File: config.mk
export PLATFORM = sky130hd
export DESIGN_NAME = out_frame_pingpong_ctrl
export DESIGN_NICKNAME = d
export VERILOG_FILES = /design/src/rtl/out_frame_pingpong_ctrl.sv
export SDC_FILE = /design/constraint.sdc
export NUM_CORES = 1
export LEC_CHECK = 0
export ABC_CLOCK_PERIOD_IN_PS = 2100
export BUFFER_PORTS_ARGS = -buffer_cell sky130_fd_sc_hd__buf_2
export CAP_MARGIN = 25
export CORE_MARGIN = 4
export CORE_UTILIZATION = 30
export CTS_BUF_LIST = sky130_fd_sc_hd__clkbuf_16
export CTS_CLUSTER_SIZE = 20
export DETAILED_ROUTE_END_ITERATION = 8
export PLACE_DENSITY = 0.62
export SLEW_MARGIN = 20
export SYNTH_ARGS = -nofsm -noshare
export SYNTH_HDL_FRONTEND = slang
export SYNTH_SLANG_ARGS = --single-unit
File: constraint.sdc
create_clock -name clk -period 2.1 [get_ports clk]
set_input_delay 0.42 -clock clk [delete_from_list [all_inputs] [get_ports clk]]
set_output_delay 0.42 -clock clk [all_outputs]
set_load 0.01 [all_outputs]
File: src/rtl/out_frame_pingpong_ctrl.sv
// Two-bank output frame buffer arbiter between a never-stalled frame writer and a host reader.
// Latest-frame-wins: unread completed frames are overwritten by the writer and counted in drop_cnt.
module out_frame_pingpong_ctrl #(
    parameter int OUT_WIDTH  = 64,
    parameter int OUT_HEIGHT = 32,
    localparam int NPIX   = OUT_WIDTH * OUT_HEIGHT,
    localparam int ADDR_W = $clog2(NPIX)
) (
    input  logic              clk,
    input  logic              rst,
    input  logic              pp_wr_en,
    input  logic [ADDR_W-1:0] pp_wr_addr,
    input  logic [7:0]        pp_wr_data,
    input  logic              rd_start,
    input  logic              rd_en,
    input  logic [ADDR_W-1:0] rd_addr,
    input  logic              rd_release,
    output logic              bram_wr_en,
    output logic [ADDR_W:0]   bram_wr_addr,
    output logic [7:0]        bram_wr_data,
    output logic              bram_rd_en,
    output logic [ADDR_W:0]   bram_rd_addr,
    input  logic [7:0]        bram_rd_data,
    output logic [7:0]        rd_data,
    output logic              rd_valid,
    output logic              frame_ready,
    output logic              rd_busy,
    output logic [15:0]       drop_cnt,
    output logic              wr_err
);
    localparam logic [ADDR_W-1:0] LAST = ADDR_W'(NPIX - 1);

    localparam logic [1:0] ST_FREE    = 2'd0;
    localparam logic [1:0] ST_WRITING = 2'd1;
    localparam logic [1:0] ST_FULL    = 2'd2;
    localparam logic [1:0] ST_READING = 2'd3;

    logic [1:0][1:0] bank_st_q, bank_st_d;
    logic            wr_active_q, wr_active_d;
    logic            wr_bank_q, wr_bank_d;
    logic            newest_q, newest_d;
    logic            rd_bank_q, rd_bank_d;
    logic            rd_busy_q, rd_busy_d;
    logic            rd_valid_q, rd_valid_d;
    logic            frame_ready_q, frame_ready_d;
    logic [15:0]     drop_cnt_q, drop_cnt_d;
    logic            wr_err_q, wr_err_d;

    logic            wr_start, wr_end, rd_claim, rd_free;
    logic            claim_bank, rd_pick;

    // State register
    always_ff @(posedge clk or posedge rst) begin
        if (rst) begin
            bank_st_q     <= {ST_FREE, ST_FREE};
            wr_active_q   <= 1'b0;
            wr_bank_q     <= 1'b0;
            newest_q      <= 1'b0;
            rd_bank_q     <= 1'b0;
            rd_busy_q     <= 1'b0;
            rd_valid_q    <= 1'b0;
            frame_ready_q <= 1'b0;
            drop_cnt_q    <= 16'd0;
            wr_err_q      <= 1'b0;
        end else begin
            bank_st_q     <= bank_st_d;
            wr_active_q   <= wr_active_d;
            wr_bank_q     <= wr_bank_d;
            newest_q      <= newest_d;
            rd_bank_q     <= rd_bank_d;
            rd_busy_q     <= rd_busy_d;
            rd_valid_q    <= rd_valid_d;
            frame_ready_q <= frame_ready_d;
            drop_cnt_q    <= drop_cnt_d;
            wr_err_q      <= wr_err_d;
        end
    end

    // Bank selection. With both banks empty the writer always starts in bank 0 so a
    // fresh (or freshly reset) pipeline is deterministic; otherwise prefer the older slot.
    always_comb begin
        if (bank_st_q[0] == ST_FREE && bank_st_q[1] == ST_FREE)
            claim_bank = 1'b0;
        else if (bank_st_q[~newest_q] == ST_FREE)
            claim_bank = ~newest_q;
        else if (bank_st_q[newest_q] == ST_FREE)
            claim_bank = newest_q;
        else if (bank_st_q[~newest_q] == ST_FULL)
            claim_bank = ~newest_q;
        else
            claim_bank = newest_q;
        rd_pick = (bank_st_q[newest_q] == ST_FULL) ? newest_q : ~newest_q;
    end

    // Next-state logic
    always_comb begin
        wr_start = !wr_active_q && pp_wr_en && (pp_wr_addr == '0);
        wr_end   = wr_active_q && pp_wr_en && (pp_wr_addr == LAST);
        rd_claim = rd_start && frame_ready_q && !rd_busy_q;
        rd_free  = rd_release && rd_busy_q;

        bank_st_d   = bank_st_q;
        wr_active_d = wr_active_q;
        wr_bank_d   = wr_bank_q;
        newest_d    = newest_q;
        rd_bank_d   = rd_bank_q;
        rd_busy_d   = rd_busy_q;
        drop_cnt_d  = drop_cnt_q;
        wr_err_d    = wr_err_q;

        if (wr_start) begin
            bank_st_d[claim_bank] = ST_WRITING;
            wr_bank_d             = claim_bank;
            wr_active_d           = 1'b1;
            if (bank_st_q[claim_bank] == ST_FULL && drop_cnt_q != 16'hFFFF)
                drop_cnt_d = drop_cnt_q + 16'd1;
        end
        // Out-of-sequence start, or a restart inside a frame (the bank is simply rewritten)
        if (pp_wr_en && ((!wr_active_q && pp_wr_addr != '0) || (wr_active_q && pp_wr_addr == '0)))
            wr_err_d = 1'b1;
        if (wr_end) begin
            bank_st_d[wr_bank_q] = ST_FULL;
            newest_d             = wr_bank_q;
            wr_active_d          = 1'b0;
        end

        if (rd_claim) begin
            bank_st_d[rd_pick] = ST_READING;
            rd_bank_d          = rd_pick;
            rd_busy_d          = 1'b1;
        end
        if (rd_free) begin
            bank_st_d[rd_bank_q] = ST_FREE;
            rd_busy_d            = 1'b0;
        end

        frame_ready_d = (bank_st_d[0] == ST_FULL) || (bank_st_d[1] == ST_FULL);
        rd_valid_d    = rd_en && rd_busy_q;
    end

    // Outputs
    always_comb begin
        bram_wr_en   = pp_wr_en && (wr_active_q || pp_wr_addr == '0);
        bram_wr_addr = {(wr_active_q ? wr_bank_q : claim_bank), pp_wr_addr};
        bram_wr_data = pp_wr_data;
        bram_rd_en   = rd_en && rd_busy_q;
        bram_rd_addr = {rd_bank_q, rd_addr};
        rd_data      = bram_rd_data;
        rd_valid     = rd_valid_q;
        frame_ready  = frame_ready_q;
        rd_busy      = rd_busy_q;
        drop_cnt     = drop_cnt_q;
        wr_err       = wr_err_q;
    end

endmodule

==> key figures <==
Yosys
  • YS warnings: 0
  • Syn_area_per_cell: approximately 10 um2
  • Synth Flop Type: dfrtp_1
  • FFs w/ async S/R, synth: 1.00
  • Count leader, synth: buf_4
  • Register area share after synthesis: 0.397
  • Yosys cell types: 40
  • EDFF count, synth: 0
  • Yosys reg bits: 28
  • Net count after synthesis: ~220
  • Top cell type's share of synthesized area: 0.397
  • Post-synth top cells: buf_4 (39), dfrtp_1 (28), nand2_1 (14), xnor2_1 (14), nand4_1 (8)
  • Yosys top cell by area: dfrtp_1
  • Synthesized area: 1770 um2
  • Synth area leaders: dfrtp_1 (40%), buf_4 (17%), xnor2_1 (6.9%), nand2_1 (3.0%), nand4_1 (2.8%)
  • Syn Inst Count: around 180

Clocking
  • Hold buffers post-CTS: 0
  • Post-CTS Resized: 0
  • Num CTS Buffers: 3
  • Clock sinks: 28
  • Root Buffer: clkbuf_16
  • Clock transition at path regs: 70 ps
  • Worst-case clock buffer depth: 2
  • CTS H-Tree Depth: 1
  • Worst-Skew Late Latency: around 260 ps
  • CTS tree: done
  • Setup bufs post-CTS: 0

Global route
  • M1 GR Usage: 0.134
  • Initial antenna violation count: 0
  • Met2 usage: 0.135
  • Largest net degree at the start of global routing: 29
  • GRT Total Usage: 0.0939
  • Number of global-route vias before repair: around 1200
  • Global route overflow: 0
  • First-pass GRT wire length: 5610 um
  • GR peak layer: met2
  • Met3 Track Usage GR: 0.0157

Critical path
  • Crit start category: register
  • Reg2reg start: drop_cnt[0]
  • FF-to-FF End: drop_cnt[1]
  • Worst EP required: about 2300 ps
  • Delay-heaviest family, CP: simple AND/OR/NAND/NOR gates
  • Critical path class: reg -> reg
  • CP max stage cell: dfrtp_1
  • Crit path buf inv count: 1
  • Worst setup EP type: register
  • CP peak stage delay: ~380 ps
  • R2r setup slk: 150 ps
  • Worst-path fanout max: 16
  • Critical-path cell list: ha_1 -> and3_2 -> and2b_1 -> a311oi_4 -> buf_12 -> mux2_2
  • Worst-case reg-to-reg path depth: 6
  • Crit path arrival time: 2100 ps

STA
  • Final setup viols: 0
  • Final worst setup slack: approximately 150 ps
  • Final period utilization: 0.928
  • Slew Limit Headroom: 0.714
  • Clk_skew: 3.59 ps
  • Worst hold slack: 211 ps
  • Hold Fails Final Rpt: 0
  • Setup_tns: 0 ps
  • Fmax: around 0.51 GHz
  • Slew Limit Fails: 0
  • Min cycle time layout: around 2000 ps
  • Slew @ Worst Pin: around 430 ps
  • RSZ-0062 raised after global routing: no

Final layout
  • Share of cells above drive strength 1: 0.388
  • # diodes: 0
  • Fill count: between 600 and 700
  • Fin cells: between 200 and 300
  • Nets: around 240
  • Area delta synth->final: 9.64%
  • Layout Utilization: 0.345

Pwr
  • VDD IR max: 325 uV
  • Leakage: just under 1 nW
  • Pwr dens: ~700 nW/um2

Status
  • Status: finished, final reports clean

Floorplanning
  • Chip width: between 80 and 90 um
  • Die footprint: 7180 um2
  • Initial core utilization: 0.315
  • Core Region: ~5600 um2
  • Total I/O pin count: approximately 110
  • Rows: 27
  • Die H: about 85 um

Place
  • Setup slack at placement: roughly 110 ps
  • Cells after DPL: around 260
  • Final GP Congestion: 0.721
  • Port Buf Inserts: between 50 and 60
  • Post-DP HPWL: 2530 um

Detailed routing
  • Final WL: around 3300 um
  • Wire per inst: approximately 12 um
  • Drt first-iter violations: 64
  • First-pass iteration count of the detailed router: 4
  • Routed Antenna Nets: 0
  • Avg Vias per Cell: about 4.6
  • Total number of vias: 1224
  • Residual DRC count: 0

Hold path
  • Hold Path Class: in -> async

Run
  • Number of max-cap violations: 0
-- cell usage in the layout, fill, tap and decap left out, types with 3 or more instances in the layout --
cell	synthesis	routed
xnor2_1	14	14
o21ai_0	3	3
nand3_2	3	3
dfrtp_1	28	28
a21oi_1	6	6
nand2_1	14	14
buf_2	0	51
inv_1	7	7
a22oi_1	3	3
buf_4	39	4
nand4_1	8	8
nand3_1	7	7
nor2_1	4	4
and3_1	5	5
and2b_2	3	3
clkbuf_16	0	3
-- power breakdown --
group	total, mW	internal (mW)	switching [mW]	leakage [nW]
clock network	0.433	0.255	0.178	0.0385
registers	0.652	0.602	0.0503	0.374
logic	0.292	0.136	0.156	0.567
-- routing by layer --
metal / share of wire / up-vias / routed length [um]
met5: 0 / - / 0
met4: 0.021 / 0 / 69
met3: 0.081 / 12 / 270
met2: 0.42 / 48 / 1400
met1: 0.48 / 555 / 1580
li1: - / 609 / -
-- worst reg2reg max path, stage by stage, from the launching register on --
cell	delay, ps
dfrtp_1	380
ha_1	210
and3_2	220
and2b_1	200
a311oi_4	300
buf_12	190
mux2_2	330
-- layout make-up --
type / count / area, um2 / share of cell area
Clock inverter: 1 / 3.75 / 0.00194
Inverter: 7 / 26.3 / 0.0136
Multi-Input combinational cell: 101 / 734 / 0.379
Tap cell: 72 / 90.1 / 0.0465
Timing Repair Buffer: 56 / 305 / 0.158
Clock buffer: 3 / 75.1 / 0.0388
Sequential cell: 28 / 701 / 0.362
-- per-stage QoR --
step | cell area, um2 | power, mW
2_1_floorplan | 1770 | 0.924
3_3_place_gp | 1860 | 0.959
3_5_place_dp | 1860 | 0.960
4_1_cts | 1940 | 1.40
5_1_grt | 1940 | 1.47
6_report | 1940 | 1.38
-- cell families after synthesis --
group,synth area share
compound gates,0.0879
simple gates,0.221
fa+ha+maj,0.0142
flops,0.397
buf+inv,0.187
mux,0.0184
xor+xnor,0.0744
-- sequential cells by signal, indices dropped and copies added (netlist names) --
name and flops:
wr_bank_q 1, bank_st_q 4, drop_cnt 16, wr_err 1
rd_valid 1, frame_ready 1, rd_busy 1, wr_active_q 1
newest_q 1, rd_bank_q 1
-- how the worst max path moves through the flow --
stage                       start  cells after the start  slack, ps     endpoint
floorplan             drop_cnt[0]                      7         90  drop_cnt[9]
global placement    pp_wr_addr[6]                      6        120  drop_cnt[1]
detailed placement  pp_wr_addr[6]                      6        110  drop_cnt[1]
CTS                   drop_cnt[0]                      6        140  drop_cnt[1]
global route          drop_cnt[0]                      6         80  drop_cnt[1]
finish                drop_cnt[0]                      6        150  drop_cnt[1]
No activity file was read; power rests on OpenSTA's default activity.
